File: src/rtl/ifetch_ctrl.sv
// ifetch_ctrl: instruction-fetch controller between the PC register, the
// instruction-memory request/grant/response port and the IF/ID boundary.
// At most one memory transaction is outstanding. A misaligned pc is never
// sent to memory; a NOP is substituted and flagged with misalign instead.
//
// Optional build macro: IFETCH_BYPASS_EN
//   defined   - the response cycle forwards mem_rdata straight to decode
//               (2 cycles/instruction with zero-wait memory).
//   undefined - instr/instr_valid come from registers only
//               (3 cycles/instruction minimum).
module ifetch_ctrl #(
    parameter int data = 32
) (
    input  logic            clk,
    input  logic            reset,
    input  logic [data-1:0] pc,
    input  logic            flush,
    output logic            stall,
    output logic            mem_req,
    output logic [data-1:0] mem_addr,
    input  logic            mem_gnt,
    input  logic            mem_rvalid,
    input  logic [data-1:0] mem_rdata,
    output logic [data-1:0] instr,
    output logic            instr_valid,
    input  logic            id_ready,
    output logic            misalign
);

    // REQ: request pc; WAIT: granted, awaiting data; HOLD: presenting instr;
    // DRAIN: a flushed request is still in flight and its data must be dropped.
    localparam logic [1:0] REQ   = 2'd0;
    localparam logic [1:0] WAIT  = 2'd1;
    localparam logic [1:0] HOLD  = 2'd2;
    localparam logic [1:0] DRAIN = 2'd3;

    // addi x0, x0, 0 -- the canonical NOP, also the reset value of instr.
    localparam logic [data-1:0] NOP = data'(32'h0000_0013);

    logic [1:0]      state_reg,  state_next;
    logic [data-1:0] instr_reg,  instr_next;
    logic            valid_reg,  valid_next;
    logic            mis_reg,    mis_next;

    logic            pc_misaligned;
    logic            grant;
    logic            bypass_fire;
    logic            accept_now;

    assign pc_misaligned = (pc[1:0] != 2'b00);

    // Requests only go out for aligned addresses, and never while reset is held.
    assign mem_req  = (state_reg == REQ) && !reset && !pc_misaligned;
    assign mem_addr = pc;

    // A grant only counts if we were actually requesting.
    assign grant = mem_req && mem_gnt;

`ifdef IFETCH_BYPASS_EN
    // Response cycle in WAIT forwards data directly unless it is being flushed.
    assign bypass_fire = (state_reg == WAIT) && mem_rvalid && !flush;
`else
    assign bypass_fire = 1'b0;
`endif

    // Decode takes the forwarded word in the same cycle, so HOLD is skipped.
    assign accept_now = bypass_fire && id_ready;

    assign instr_valid = valid_reg || bypass_fire;
    assign instr       = bypass_fire ? mem_rdata : instr_reg;
    assign misalign    = mis_reg && !bypass_fire;

    // PC may advance only when decode takes an instruction or a redirect happens.
    assign stall = !(instr_valid && id_ready) && !flush;

    // Next-state and output-register logic; flush outranks id_ready everywhere.
    always_comb begin
        state_next = state_reg;
        instr_next = instr_reg;
        valid_next = valid_reg;
        mis_next   = mis_reg;
        case (state_reg)
            REQ: begin
                if (flush) begin
                    // Ungranted request simply retargets; a granted one must drain.
                    if (grant) begin
                        state_next = DRAIN;
                    end
                end else if (pc_misaligned) begin
                    instr_next = NOP;
                    mis_next   = 1'b1;
                    valid_next = 1'b1;
                    state_next = HOLD;
                end else if (grant) begin
                    state_next = WAIT;
                end
            end
            WAIT: begin
                if (mem_rvalid) begin
                    if (flush) begin
                        // Response arrived together with the redirect: drop it.
                        state_next = REQ;
                    end else begin
                        instr_next = mem_rdata;
                        mis_next   = 1'b0;
                        if (accept_now) begin
                            state_next = REQ;
                        end else begin
                            valid_next = 1'b1;
                            state_next = HOLD;
                        end
                    end
                end else if (flush) begin
                    state_next = DRAIN;
                end
            end
            HOLD: begin
                if (flush || id_ready) begin
                    valid_next = 1'b0;
                    state_next = REQ;
                end
            end
            DRAIN: begin
                // The stale response is consumed and discarded; a flush here
                // changes nothing since nothing is being fetched.
                if (mem_rvalid) begin
                    state_next = REQ;
                end
            end
            default: begin
                state_next = REQ;
                valid_next = 1'b0;
            end
        endcase
    end

    // State and output registers with asynchronous reset.
    always_ff @(posedge clk or posedge reset) begin
        if (reset) begin
            state_reg <= REQ;
            instr_reg <= NOP;
            valid_reg <= 1'b0;
            mis_reg   <= 1'b0;
        end else begin
            state_reg <= state_next;
            instr_reg <= instr_next;
            valid_reg <= valid_next;
            mis_reg   <= mis_next;
        end
    end

endmodule

File: config.mk
export PLATFORM = sky130hd
export DESIGN_NAME = ifetch_ctrl
export DESIGN_NICKNAME = d
export VERILOG_FILES = /design/src/rtl/ifetch_ctrl.sv
export SDC_FILE = /design/constraint.sdc
export NUM_CORES = 1
export LEC_CHECK = 0
export ABC_AREA = 1
export BUFFER_PORTS_ARGS = -buffer_cell sky130_fd_sc_hd__buf_2
export CORE_ASPECT_RATIO = 1.25
export CORE_MARGIN = 4
export CORE_UTILIZATION = 35
export CTS_CLUSTER_SIZE = 10
export DETAILED_ROUTE_END_ITERATION = 16
export PLACE_DENSITY = 0.75
export SLEW_MARGIN = 30
export SYNTH_ARGS = -nofsm -noshare
export SYNTH_HDL_FRONTEND = slang
export SYNTH_SLANG_ARGS = --single-unit
export TNS_END_PERCENT = 50
File: constraint.sdc
create_clock -name clk -period 1.65 [get_ports clk]
set_input_delay 0.0825 -clock clk [delete_from_list [all_inputs] [get_ports clk]]
set_output_delay 0.0825 -clock clk [all_outputs]
set_load 0.02 [all_outputs]
---- Word level (Yosys, flattened, before mapping) ----
Cells that the tools add are included.
word-level totals
  register bits after elaboration ......... 36
  latch bits .............................. 0
  RAM bits ................................ 0
  memory bits (read-only) ................. 0
  input port bits ......................... 70
  output and inout bits ................... 68
  logic and storage cells ................. 57
  memories ................................ 0
cells by class
  $add $sub $neg .......................... 0
  multiply operators ...................... 0
  div/mod/pow operators ................... 0
  magnitude comparators ................... 0
  equal/unequal tests ..................... 12
  shifts and indexed selects .............. 0
  mux-type cells .......................... 24
  bitwise operators ....................... 0
  reduce and logical (&&, ||, !) cells .... 17
operators with widths
  kind                                                                    count
  32-bit two-way mux                                                      4
  32-bit one-hot mux with 2 select lines                                  1
  2-bit two-way mux                                                       9
  2-bit inequality test (second input constant)                           6
  5-bit AND reduction                                                     2
  3-bit inequality test (second input constant)                           3
  2-bit one-hot mux with 4 select lines                                   1
  1-bit two-way mux                                                       7
  6-bit AND reduction                                                     1
  1-bit logical AND                                                       5
  2-bit equality test (second input constant)                             2
  1-bit zero test                                                         4
  2-bit nonzero test                                                      2
  1-bit one-hot mux with 3 select lines                                   1
  3-bit nonzero test                                                      1
  2-bit by 1-bit equality test with 1-bit output (second input constant)  1
  2-bit zero test                                                         1
  1-bit one-hot mux with 2 select lines                                   1
  1-bit logical OR                                                        1

---- Logic depth before layout (Yosys ltp) ----
  word-level depth ........................ 8
  mapped depth ............................ 8
  mapped depth without buffers ............ 8

---- Least setup slack after synthesis ----
Ideal clock, no wire load.
  path type ............................... input to register
  from .................................... input reset
  to ...................................... register state_reg[1]
  setup time .............................. 117 ps
  data arrival time ....................... 1,276 ps
  data required time ...................... 1,533 ps
  slack ................................... 256 ps
  stages on the path ...................... 6
  path through ............................ inv_1 > nand3_1 > nand3_1 > nand2_1 > nand2_1 > nand2_1
between the ends
  word-level cells in the longest chain between the ends .. 6
  elaborated cells between the ends (all ways) .. 7
  those cells by class .................... eq/ne (2); reduce/logical (5)
RTL lines
  what                                    RTL line  text
  start: declaration                      15        input logic reset,
  1-bit zero test (no source line) *      -
  1-bit logical AND * (2 in a row)        53        assign mem_req = (state_reg == REQ) && !reset && !pc_misaligned;
  1-bit logical AND *                     57        assign grant = mem_req && mem_gnt;
  3-bit inequality test (no source line)  -
  5-bit AND reduction (no source line) *  -
  end signal: assignment                  145       state_reg <= state_next;
  end: declaration                        40        logic [1:0] state_reg, state_next;
Mark *: on every way between the ends. The rest lies on a longest branch, timed or not.
A chain may end at the register's enable or synchronous reset.

---- Worst setup path after layout ----
  from .................................... register state_reg[1]
  to ...................................... register instr_reg[27], in the netlist instr[27]
between the ends
  word-level cells in the longest chain between the ends .. 3
  elaborated cells between the ends (all ways) .. 9
  those cells by class .................... eq/ne (5); mux (1); reduce/logical (3)
RTL lines
  what                                                                                      RTL line  text
  2-bit by 1-bit equality test with 1-bit output / 2-bit zero test (equally long branches)  82        case (state_reg)
  2-bit inequality test (no source line) / 2-bit nonzero test (equally long branches)       -
  5-bit AND reduction (no source line)                                                      -
  end signal: assignment                                                                    146       instr_reg <= instr_next;
  end: declaration                                                                          41        logic [data-1:0] instr_reg, instr_next;
Parallel ways exist; a longest one is shown, timed or not.

==> flow_summary.toml <==
[status]
outcome = "finished, final reports clean"

[yosys]
yosys.area_share.simple = 0.159
synthFlopType = "dfrtp_1"
syn_nets = 288
synth_compound_area_frac = 0.122
synth_common_cells = "43 x nand2_1, 35 x inv_1, 33 x dfrtp_1"
netlist_area_um2 = 1860
syn_inst = 218
synth_top_family_by_area = "buffers and inverters"
avgSynthCellArea_um2 = 8.53
synth_top_area_share = 0.444
synthTopCellsByArea = "dfrtp_1 44%, buf_4 13%, nand2_1 8.7%"
async_flop_share = 1.00
synth_seq_area_share = 0.486
synth-seq-cells = 36
synth-adder-area-share = 0
synth-edff-count = 0
yosysMostFrequentCell = "nand2_1"
yosysWarnings = 0
synth.distinct_cells = 21
synth_xor_xnor_area_share = 0
muxShareOfSynthArea = 0
yosys.area.top_type = "dfrtp_1"

[sta]
fmax_ghz = 0.728
period_needed_ps = 1370
rsz0062_at_grt = "false"
slew_violations = 0
tightest_slew_ps = 455
finalHoldViolCount = 0
setup_viol = 0
clock_skew_ps = 3.81
setup_tns_ps = 0
relSlewSlack = 0.697
finalCritPeriodShare = 0.833

[worst_setup_path]
cp_max_fo = 20
crit_path_end_kind = "flip-flop"
startpoint_type = "flip-flop"
cp-startpoint = "state_reg[1]$_DFFE_PP0P_"
crit_type = "flip-flop to flip-flop"
crit_end = "instr[27]$_DFFE_PP0P_"
cp_data_required_time_ps = 1850
ff2ff_path_depth = 6
r2r_setup_slack_ps = 280
rr_startpoint = "state_reg[1]$_DFFE_PP0P_"
arrival_ps = 1580
timing.rr.end = "instr[27]$_DFFE_PP0P_"
cpMaxStageDelayCell = "dfrtp_1"
path_cells = "nor2_4 -> o21ai_2 -> nand3_2 -> buf_4 -> nand2_1 -> o21ai_1"
max_stage_delay_ps = 480

[cts]
cts.repair.resized = 0
clockBufferDepth = 2
clk_pin_slew_ps = 70
htreeDepth = 2
clock-root-buffer = "clkbuf_8"
cts-buffers-inserted = 5
cts_tree = "built"
clock-sinks = 36
clock_latency_ps = 280

[global_route]
antenna_found_initial = 0
grt_max_degree = 37
grt_pass1_wl_um = 6130
grt_overflow = 0
grtUsageTotal = 0.122
grt_pass1_vias = 1398

[die]
core_um2 = 5120
dieArea_um2 = 6550
die_h_um = 89.5
start_util = 0.364
fp-row-count = 29
fp.dieW_um = 73.2
ios = 138

[place]
io_buffers = 77
dp_hpwl_um = 2980
gp_congestion = 0.757

[drt]
dr.pass1.iters = 4
num_vias = 1455
routed_wl_um = 3890
viasPerCell = 4.38
route.detailed.drc = 0
ant_nets = 0
drtIter0Drc = 36
wl_per_cell_um = 11.7

[cells_and_area]
drive_above_1_share = 0.415
final_nets = 339
n_antenna_cell = 0
largest_reg_flops = 32
syn_to_final_growth_pct = 16.1

[power]
cellPowerDensity_nw_per_um2 = 1540
p_leak_nw = 1.27
ir_drop_mv = 0.759
totalPowerFinal_w = 0.00332

[min_path]
hold_path_class = "input pin to flip-flop"

[flow_run]
drv_cap = 0
what timing repair did:
| action | CTS | global route |
|---|---|---|
| hold buffers | 1 | 0 |
| endpoints found under the hold margin | 33 | 0 |
| buffers inserted | 0 | 0 |
placed cells by master (no fill, tap or decap), drive strengths merged:
cell type and n:
buf 82, nand2 49, inv 37, o21ai 37
dfrtp 33, nor2 11, nand3 7, clkbuf 7
dfstp 3, nand4 1, a21oi 1, clkinv 1
dlygate4sd3 1
report_power, final:
part | total (W) | internal, W | switching, W
Combinational | 0.00141 | 0.000478 | 0.000932
Sequential | 0.00133 | 0.00116 | 0.000169
Clock | 0.000581 | 0.000296 | 0.000285
cell families after synthesis:
logic type	count (synthesis)
DFF	36
AOI/OAI and AO/OA	38
and+or+nand+nor	68
buffers and inverters	76
final cells by class:
class | count | area, um^2
Clock inverter | 1 | 5.00
Clock buffer | 7 | 76.3
Multi-Input combinational cell | 106 | 524
Tap cell | 62 | 77.6
Inverter | 37 | 139
Timing Repair Buffer | 83 | 433
Sequential cell | 36 | 905
Fill cell | 543 | 2960
stage by stage:
| stage | hold slack, ps | worst slack [ps] | util | instances | area (um^2) |
|---|---|---|---|---|---|
| after floorplan | 216 | 256 | - | 218 | 1860 |
| after global placement | 165 | 342 | 0.404 | 323 | 2070 |
| after detailed placement | 165 | 265 | 0.404 | 323 | 2070 |
| after CTS | 22.7 | 263 | 0.422 | 332 | 2160 |
| after global routing | 26.1 | 139 | 0.422 | 332 | 2160 |
| final | 34.8 | 276 | 0.422 | 332 | 2160 |
worst max-delay path: cells and delay by family (launching register included):
| kind | cells | cell delay (ps) |
|---|---|---|
| AOI/OAI and AO/OA | 2 | 170 |
| buffers and inverters | 1 | 260 |
| and+or+nand+nor | 3 | 380 |
| DFF | 1 | 480 |
routing by layer:
metal	GRT usage	vias up	part of all wire
li1	-	731	-
met1	0.139	660	0.40
met2	0.207	55	0.50
met3	0.0450	9	0.084
met4	0.0470	0	0.016
met5	0	-	0
worst min-delay path by stage:
stage                       start               endpoint  depth (start not counted)
global placement           pc[12]           mem_addr[12]                          0
global route        mem_rdata[30]  instr[30]$_DFFE_PP0P_                          3
detailed placement         pc[12]           mem_addr[12]                          0
floorplan           mem_rdata[27]  instr[27]$_DFFE_PP0P_                          2
finish              mem_rdata[29]  instr[29]$_DFFE_PP0P_                          3
CTS                 mem_rdata[29]  instr[29]$_DFFE_PP0P_                          3
No activity file was read; power rests on OpenSTA's default activity.
